--- config.mk ---
export PLATFORM = sky130hd
export DESIGN_NAME = min_query_sched
export DESIGN_NICKNAME = d
export VERILOG_FILES = /design/src/rtl/min_query_sched.sv
export SDC_FILE = /design/constraint.sdc
export NUM_CORES = 1
export LEC_CHECK = 0
export ABC_CLOCK_PERIOD_IN_PS = 2250
export CORE_MARGIN = 5
export CORE_UTILIZATION = 38
export CTS_BUF_LIST = sky130_fd_sc_hd__clkbuf_8
export CTS_CLUSTER_SIZE = 28
export DETAILED_ROUTE_END_ITERATION = 8
export PLACE_DENSITY = 0.79
export SETUP_SLACK_MARGIN = 0.02
export SLEW_MARGIN = 30
export SYNTH_ARGS = -nofsm -noshare
export SYNTH_HDL_FRONTEND = slang
export SYNTH_SLANG_ARGS = --single-unit
--- constraint.sdc ---
create_clock -name clk -period 2.25 [get_ports clk]
set_input_delay 0.45 -clock clk [delete_from_list [all_inputs] [get_ports clk]]
set_output_delay 0.45 -clock clk [all_outputs]
set_load 0.03 [all_outputs]
--- src/rtl/min_query_sched.sv ---
// Round-robin query scheduler with a tag pipeline that matches min results.
// Define MIN_QUERY_SCHED_STATS_EN to build the issue/conflict counters.
module min_query_sched #(
  parameter int NUM_REQ   = 4,
  parameter int ADDR_SIZE = 22,
  parameter int CNT_SIZE  = 32,
  parameter int PIPE_LAT  = 3
) (
  input  logic                          clk,
  input  logic                          rst,
  input  logic                          enable,
  input  logic                          flush_req,
  output logic                          flush_done,
  input  logic [NUM_REQ-1:0]            req_valid,
  input  logic [NUM_REQ*ADDR_SIZE-1:0]  req_addr,
  output logic [NUM_REQ-1:0]            req_ready,
  output logic                          issue_valid,
  output logic [ADDR_SIZE-1:0]          issue_addr,
  output logic                          query_rst_n,
  input  logic                          min_valid,
  input  logic [ADDR_SIZE-1:0]          min_addr,
  input  logic [CNT_SIZE-1:0]           min_cnt,
  output logic [NUM_REQ-1:0]            resp_valid,
  output logic [ADDR_SIZE-1:0]          resp_addr,
  output logic [CNT_SIZE-1:0]           resp_cnt,
  output logic                          busy,
  output logic                          err,
  output logic [31:0]                   stat_issued,
  output logic [31:0]                   stat_conflict
);

  localparam int IW = (NUM_REQ > 1) ? $clog2(NUM_REQ) : 1;
  localparam int FW = $clog2(PIPE_LAT + 1) + 1;
  localparam int L  = PIPE_LAT - 1;

  typedef enum logic [1:0] {IDLE, RUN, FLUSH} state_t;

  state_t               state, state_nxt;
  logic [IW-1:0]        ptr, gnt_idx, issue_idx;
  logic                 gnt_any, hs, flush_go, fl_last;
  logic                 chk_en, hit, err_ev;
  logic [FW-1:0]        fl_cnt;
  logic [ADDR_SIZE-1:0] gnt_addr;
  logic [PIPE_LAT-1:0]  tag_v;
  logic [IW-1:0]        tag_idx  [PIPE_LAT];
  logic [ADDR_SIZE-1:0] tag_addr [PIPE_LAT];

  assign flush_go    = flush_req && (state != FLUSH);
  assign fl_last     = (state == FLUSH) && (fl_cnt == FW'(PIPE_LAT));
  assign query_rst_n = (state != FLUSH);
  assign busy        = (state == FLUSH) | issue_valid | (|tag_v);

  always_comb begin
    state_nxt = state;
    unique case (state)
      IDLE:    if (enable) state_nxt = RUN;
      RUN:     if (!enable) state_nxt = IDLE;
      FLUSH:   if (fl_last) state_nxt = IDLE;
      default: state_nxt = IDLE;
    endcase
    if (flush_go) state_nxt = FLUSH;
  end

  // first valid requester at or after ptr, wrapping
  always_comb begin
    int j;
    j         = 0;
    gnt_any   = 1'b0;
    gnt_idx   = '0;
    req_ready = '0;
    for (int i = 0; i < NUM_REQ; i++) begin
      j = int'(ptr) + i;
      if (j >= NUM_REQ) j = j - NUM_REQ;
      if (!gnt_any && req_valid[j]) begin
        gnt_any = 1'b1;
        gnt_idx = IW'(j);
      end
    end
    if (state == RUN && !flush_req && gnt_any)
      req_ready[gnt_idx] = 1'b1;
  end

  assign hs       = |(req_valid & req_ready);
  assign gnt_addr = req_addr[gnt_idx*ADDR_SIZE +: ADDR_SIZE];

  // results landing while a flush starts or runs are dropped silently
  assign chk_en = (state != FLUSH) && !flush_req;
  assign hit    = min_valid && tag_v[L] && (min_addr == tag_addr[L]);
  assign err_ev = (min_valid != tag_v[L]) ||
                  (min_valid && tag_v[L] && (min_addr != tag_addr[L]));

  always_ff @(posedge clk) begin
    if (rst) begin
      state       <= IDLE;
      ptr         <= '0;
      fl_cnt      <= '0;
      flush_done  <= 1'b0;
      issue_valid <= 1'b0;
      issue_addr  <= '0;
      issue_idx   <= '0;
      tag_v       <= '0;
      for (int i = 0; i < PIPE_LAT; i++) begin
        tag_idx[i]  <= '0;
        tag_addr[i] <= '0;
      end
      resp_valid  <= '0;
      resp_addr   <= '0;
      resp_cnt    <= '0;
      err         <= 1'b0;
    end else begin
      state      <= state_nxt;
      flush_done <= fl_last;
      fl_cnt     <= (state == FLUSH) ? fl_cnt + 1'b1 : '0;
      if (hs)
        ptr <= (int'(gnt_idx) == NUM_REQ - 1) ? '0 : gnt_idx + 1'b1;
      issue_valid <= hs;
      issue_addr  <= hs ? gnt_addr : '0;
      issue_idx   <= hs ? gnt_idx : '0;
      for (int i = PIPE_LAT - 1; i > 0; i--) begin
        tag_v[i]    <= tag_v[i-1];
        tag_idx[i]  <= tag_idx[i-1];
        tag_addr[i] <= tag_addr[i-1];
      end
      tag_v[0]    <= issue_valid;
      tag_idx[0]  <= issue_idx;
      tag_addr[0] <= issue_addr;
      if (flush_go || state == FLUSH) tag_v <= '0;
      resp_valid <= '0;
      resp_addr  <= '0;
      resp_cnt   <= '0;
      if (chk_en && hit) begin
        resp_valid[tag_idx[L]] <= 1'b1;
        resp_addr              <= min_addr;
        resp_cnt               <= min_cnt;
      end
      if (chk_en && err_ev) err <= 1'b1;
    end
  end

`ifdef MIN_QUERY_SCHED_STATS_EN
  logic [31:0] n_iss, n_cfl;

  always_ff @(posedge clk) begin
    if (rst || flush_go) begin
      n_iss <= '0;
      n_cfl <= '0;
    end else begin
      if (hs && n_iss != '1) n_iss <= n_iss + 1'b1;
      if (state == RUN && $countones(req_valid) > 1 && n_cfl != '1)
        n_cfl <= n_cfl + 1'b1;
    end
  end

  assign stat_issued   = n_iss;
  assign stat_conflict = n_cfl;
`else
  assign stat_issued   = '0;
  assign stat_conflict = '0;
`endif

endmodule

Yosys cells after proc, flatten, opt, wreduce, memory -nomap -nowiden --
Memories as Yosys holds them, arrays and structs flattened. Index checks and enable logic that the tools add are counted.
Operators by class: multipliers 1, multiplexer cells 44, bitwise gates (word level) 12, reductions and logical operators 31, order comparisons 12, equal/unequal tests 14, $add $sub $neg 9, shift operators 1
Operators by type and width (count):
- < comparator 32 x 4 -> 1 bit, second input constant | 4
- 2-to-1 mux 32 bit | 4
- variable part select 88 x 8 -> 22 bit | 1
- 2-to-1 mux 22 bit | 3
- 2-to-1 mux 2 bit | 12
- == test 22 bit | 1
- inequality test 22 bit | 1
- 2-to-1 mux 1 bit | 17
- logical AND 1 bit | 15
- subtractor 3 x 3 -> 4 bit, second input constant | 3
- OR reduction 2 bit | 5
- greater-or-equal comparator 3 bit, second input constant | 3
- inequality test 3 bit, second input constant | 3
- binary-select mux 1 bit (select 2 bit) | 4
- inequality test 2 bit, second input constant | 4
- OR 1 bit | 8
- adder 2 x 2 -> 3 bit, second input constant | 2
- < comparator 2 x 3 -> 1 bit, second input constant | 2
- multiplier 2 x 4 -> 6 bit, second input constant | 1
- case mux 2 bit (3 select lines) | 1
- AND reduction 3 bit | 2
- bitwise AND 4 bit | 1
- demux 1 bit (select 2 bit) | 2
- == test 2 x 1 -> 1 bit, second input constant | 2
- other kinds (16) | 23
Storage, ports and cells: register bits after elaboration 95, memories kept 2, output and inout bits 153, bits of input ports 151, logic and storage cells 139, RAM bits 72
Memories:
- tag_addr | depth 3, width 22, read ports 3, clocked after Yosys merged registers in 0, wr ports 3, RTL line 46 | logic [ADDR_SIZE-1:0] tag_addr [PIPE_LAT];
- tag_idx | depth 3, width 2, read ports 3, clocked after Yosys merged registers in 0, wr ports 3, RTL line 45 | logic [IW-1:0] tag_idx [PIPE_LAT];

Longest topological paths before layout --
depth in word-level cells 24, gate-level depth with buffers 12, gate-level depth less buffers 9

Worst setup path before layout --
No wires, ideal clock.
path type input -> output, start input req_valid[2], end output req_ready[0], path slack -152 ps, stages 6, data required time 1800 ps, arrival 1952 ps, buffers on the path 1, path through nor2b_1 a311o_2 nand2_4 inv_4 buf_6 nor3_1
Between the ends: cells in the longest elaborated chain, start to end 18, elaborated cells on any way between the ends 33, classes of those cells 2 x order compare; 23 x mux; 8 x reduce/logical
Ends and longest elaborated chain:
- from (decl) | RTL line 14 | input logic [NUM_REQ-1:0] req_valid,
- binary-select mux 1 bit (select 2 bit) | RTL line 74 | if (!gnt_any && req_valid[j]) begin
- 2-to-1 mux 1 bit (implied by the code) (2 in series) | RTL line 74
- 2-to-1 mux 1 bit | RTL line 74
- logical NOT 1 bit | RTL line 74
- logical AND 1 bit | RTL line 74
- 2-to-1 mux 1 bit | RTL line 74
- logical NOT 1 bit | RTL line 74
- logical AND 1 bit | RTL line 74
- 2-to-1 mux 1 bit | RTL line 74
- logical NOT 1 bit | RTL line 74
- logical AND 1 bit | RTL line 74
- 2-to-1 mux 2 bit | RTL line 74
- < comparator 2 x 3 -> 1 bit (implied by the code) / greater-or-equal comparator 2 x 1 -> 1 bit (equally long branches) | RTL line 80 | req_ready[gnt_idx] = 1'b1;
- logical AND 1 bit (implied by the code) | RTL line 80
- 2-to-1 mux 1 bit (implied by the code) | RTL line 80
- demux 1 bit (select 2 bit) | RTL line 80
- 2-to-1 mux 4 bit (*) | RTL line 79 | if (state == RUN && !flush_req && gnt_any)
- to (decl) | RTL line 16 | output logic [NUM_REQ-1:0] req_ready,
Mark *: on every way between the ends. The rest lies on a longest branch, timed or not. The select of a mux whose other input is x is not followed.

Worst setup path after layout --
start input req_valid[3], end output req_ready[2]
The elaborated chain is that of the path after synthesis.

==> results.toml <==
[run_status]
status = "complete, but fails checks"
failed_checks = "negative setup slack"

[worst_hold_path]
holdPathStages = 1
hold_end = "tag_addr[0][28]$_SDFF_PP0_"
hold_path.class = "reg2reg"
hp-start = "tag_addr[0][6]$_SDFF_PP0_"

[layout]
mostFrequentLayoutCells = "229 x clkdlybuf4s50_1, 165 x dfxtp_1, 75 x nor2b_1"
multi_input_comb_area_um2 = 2620
areaGrowthSynthToFinish_pct = 49.9
n_antenna_cell = 0
drive_gt1_frac = 0.137
final_common_cell = "clkdlybuf4s50_1"
finalNetCount = 993
nFillCells = 1372
ff_latch_area_um2 = 3350

[cts]
cts_sinks = 167
cts_tree = "done"
root_buffer = "clkbuf_8"
clk_pin_slew_ns = 0.09
cts_buffer_depth = 2
cts_buffers = 17
clkLatencyLatePin_ns = 0.44
hold_buffers = 0
h-tree-depth = 4

[floorplan]
core_area_um2 = 16500
fp.dieW_um = 139
dieArea_um2 = 19300
die_h_um = 139
initial_utilization = 0.384
num_rows = 47
boundaryPins = 304

[logic_synthesis]
ys_seq_area_frac = 0.529
synth.distinct_cells = 45
yosysTopAreaCell = "dfxtp_1"
yosysTopAreaCellShare = 0.529
synth.avg_cell_area_um2 = 11.0
synthArstFlopShare = 0
ys_seq_elements = 167
synth_area_um2 = 6320
yosysWarnings = 0
synth-edff-count = 0
synth_flop_cell = "dfxtp_1"
synth.area.top_cells = "dfxtp_1 53%, buf_4 8.1%, nor2b_1 7.6%"
synth_cells = 577

[drt]
wl_per_cell_um = 14.6
route.detailed.drc = 0
wl_met2_mm = 7.40
routed.top_layer = "met4"
vias = 4619
drtAntennaViolNets = 0
wl_met3_mm = 1.42
firstDrtPassIters = 4
viasPerCell = 4.31
drtIter0Drc = 117
wl_met1_mm = 6.46
wirelength_mm = 15.7

[power]
p_seq_frac = 0.494
swShare = 0.248
peakVddDrop_mv = 0.336
p_total_uw = 6010
switchingPower_uw = 1490
p_int_uw = 4520
powerDensity_nw_per_um2 = 634
p_leak_uw = 0.00383
p_comb_frac = 0.132
clock_power_share = 0.374

[sta]
layout_setup_ws_ns = -0.133
setup-violations-final = 4
finalCriticalPeriod_ns = 2.38
finalCritPeriodShare = 1.06
finClkSkew_ns = 0.00828
rsz0062_at_grt = "yes"
fmax_mhz = 420
hold_viol_final = 0
relSlewSlack = 0.646
tightest_slew_ns = 0.531
finalMaxSlewViolations = 0

[worst_setup_path]
slowest_delay_ns = 0.50
end_kind = "output port"
critical_path.most_common_cell = "buf_6"
rrSetupSlack_ns = 0.13
r2r_cells = 8
path_max_fanout = 4
r2r-end = "issue_addr[0]$_SDFF_PP0_"
cp_num_buf_inv = 4
crit_chain = "clkdlybuf4s50_1 -> buf_6 -> a21oi_2 -> nor3_4 -> inv_2 -> ha_4 -> and3_4 -> buf_6"
crit_type = "in2out"
r2r_start = "ptr[1]$_SDFFE_PP0P_"
cp_data_required_time_ns = 1.80
crit_slowest_cell = "clkdlybuf4s50_1"
cp_top_family = "buffers and inverters"
arrival_ns = 1.93
startpoint = "req_valid[3]"
startpoint_type = "input pin"

[global_routing]
grt_pass1_wl_mm = 24.0
grt_max_degree = 107
antenna_found_initial = 0
grt_pass1_vias = 4563
grt.total_usage = 0.157
gr-total-overflow = 0

[placed_design]
dpl.hpwl_mm = 11.8
dp_slack_ns = -0.401
io_buffers = 239
routabilityCongestion = 0.887

[flow_run]
cap_violations = 0
final cells by class:
cell class	count	share of cell area
Clock buffer	19	0.0276
Clock inverter	13	0.0179
Inverter	6	0.00290
Multi-Input combinational cell	370	0.276
Sequential cell	167	0.353
Tap cell	220	0.0290
Timing Repair Buffer	276	0.293
power by group through the flow:
stage,logic (µW),clock network (µW),registers [µW]
global route,837,2470,2970
CTS,779,2340,2970
detailed placement,745,0,3040
global placement,737,0,3040
finish,791,2250,2970
floorplan,460,0,3050
routing by layer:
layer,vias up,track usage
met2,238,0.256
met4,0,0.0721
met5,-,0
met3,31,0.0590
met1,2031,0.184
li1,2319,-
Yosys cell counts, types with 3 or more instances:
master / count
a2111oi_2: 18
a211oi_1: 24
nand2_1: 6
nor2_1: 10
dfxtp_1: 167
ha_1: 4
nor4_1: 6
mux2i_1: 23
xor2_1: 20
buf_6: 4
clkbuf_1: 20
a21oi_1: 3
a2111oi_0: 4
nor3_1: 5
nor2b_1: 77
and3_1: 24
inv_1: 5
and2_1: 59
buf_4: 68
per-stage QoR:
stage,setup TNS [ns],area [µm²],instances,util,hold WS (ns)
final,-0.333,9480,1071,0.576,0.436
after global routing,-0.601,9480,1071,0.576,0.454
after CTS,-0.437,9430,1070,0.573,0.425
after detailed placement,-17.02,8850,1029,0.538,0.420
after global placement,-14.53,8850,1029,0.538,0.418
after floorplan,0,6590,640,-,0.408
kinds of logic after synthesis:
kind of cell / after synthesis / synth area share
AO/OA/AOI/OAI: 56 / 0.0902
XOR/XNOR: 22 / 0.0305
adder cells (fa/ha/maj): 4 / 0.00791
buffers and inverters: 103 / 0.107
flip-flops: 167 / 0.529
multiplexers: 24 / 0.0382
other: 1 / 0.000593
AND/OR/NAND/NOR: 200 / 0.197
repair_timing:
action,4_1_cts,5_1_grt
buffers inserted,8,1
cloned,1,0
pin swaps,7,5
resized for setup,22,12
endpoints found under the setup margin,6,7
how the worst max path moves through the flow:
stage                                     endpoint  slack, ns  depth (start not counted)
after floorplan                ptr[1]$_SDFFE_PP0P_       0.03                         10
after global placement    issue_addr[3]$_SDFF_PP0_      -0.29                         11
after detailed placement  issue_addr[0]$_SDFF_PP0_      -0.40                         12
after CTS                             req_ready[0]      -0.16                          7
after global routing                  req_ready[2]      -0.20                          7
final                                 req_ready[2]      -0.13                          8
sequential cells by signal (all words and copies together), names as in the netlist:
name	count
resp_cnt	32
tag_v	3
state	2
err	1
issue_addr	22
tag_addr	66
issue_valid	1
ptr	2
resp_valid	4
fl_cnt	3
flush_done	1
issue_idx	2
tag_idx	6
resp_addr	22
(Power assumes the default switching activity.)
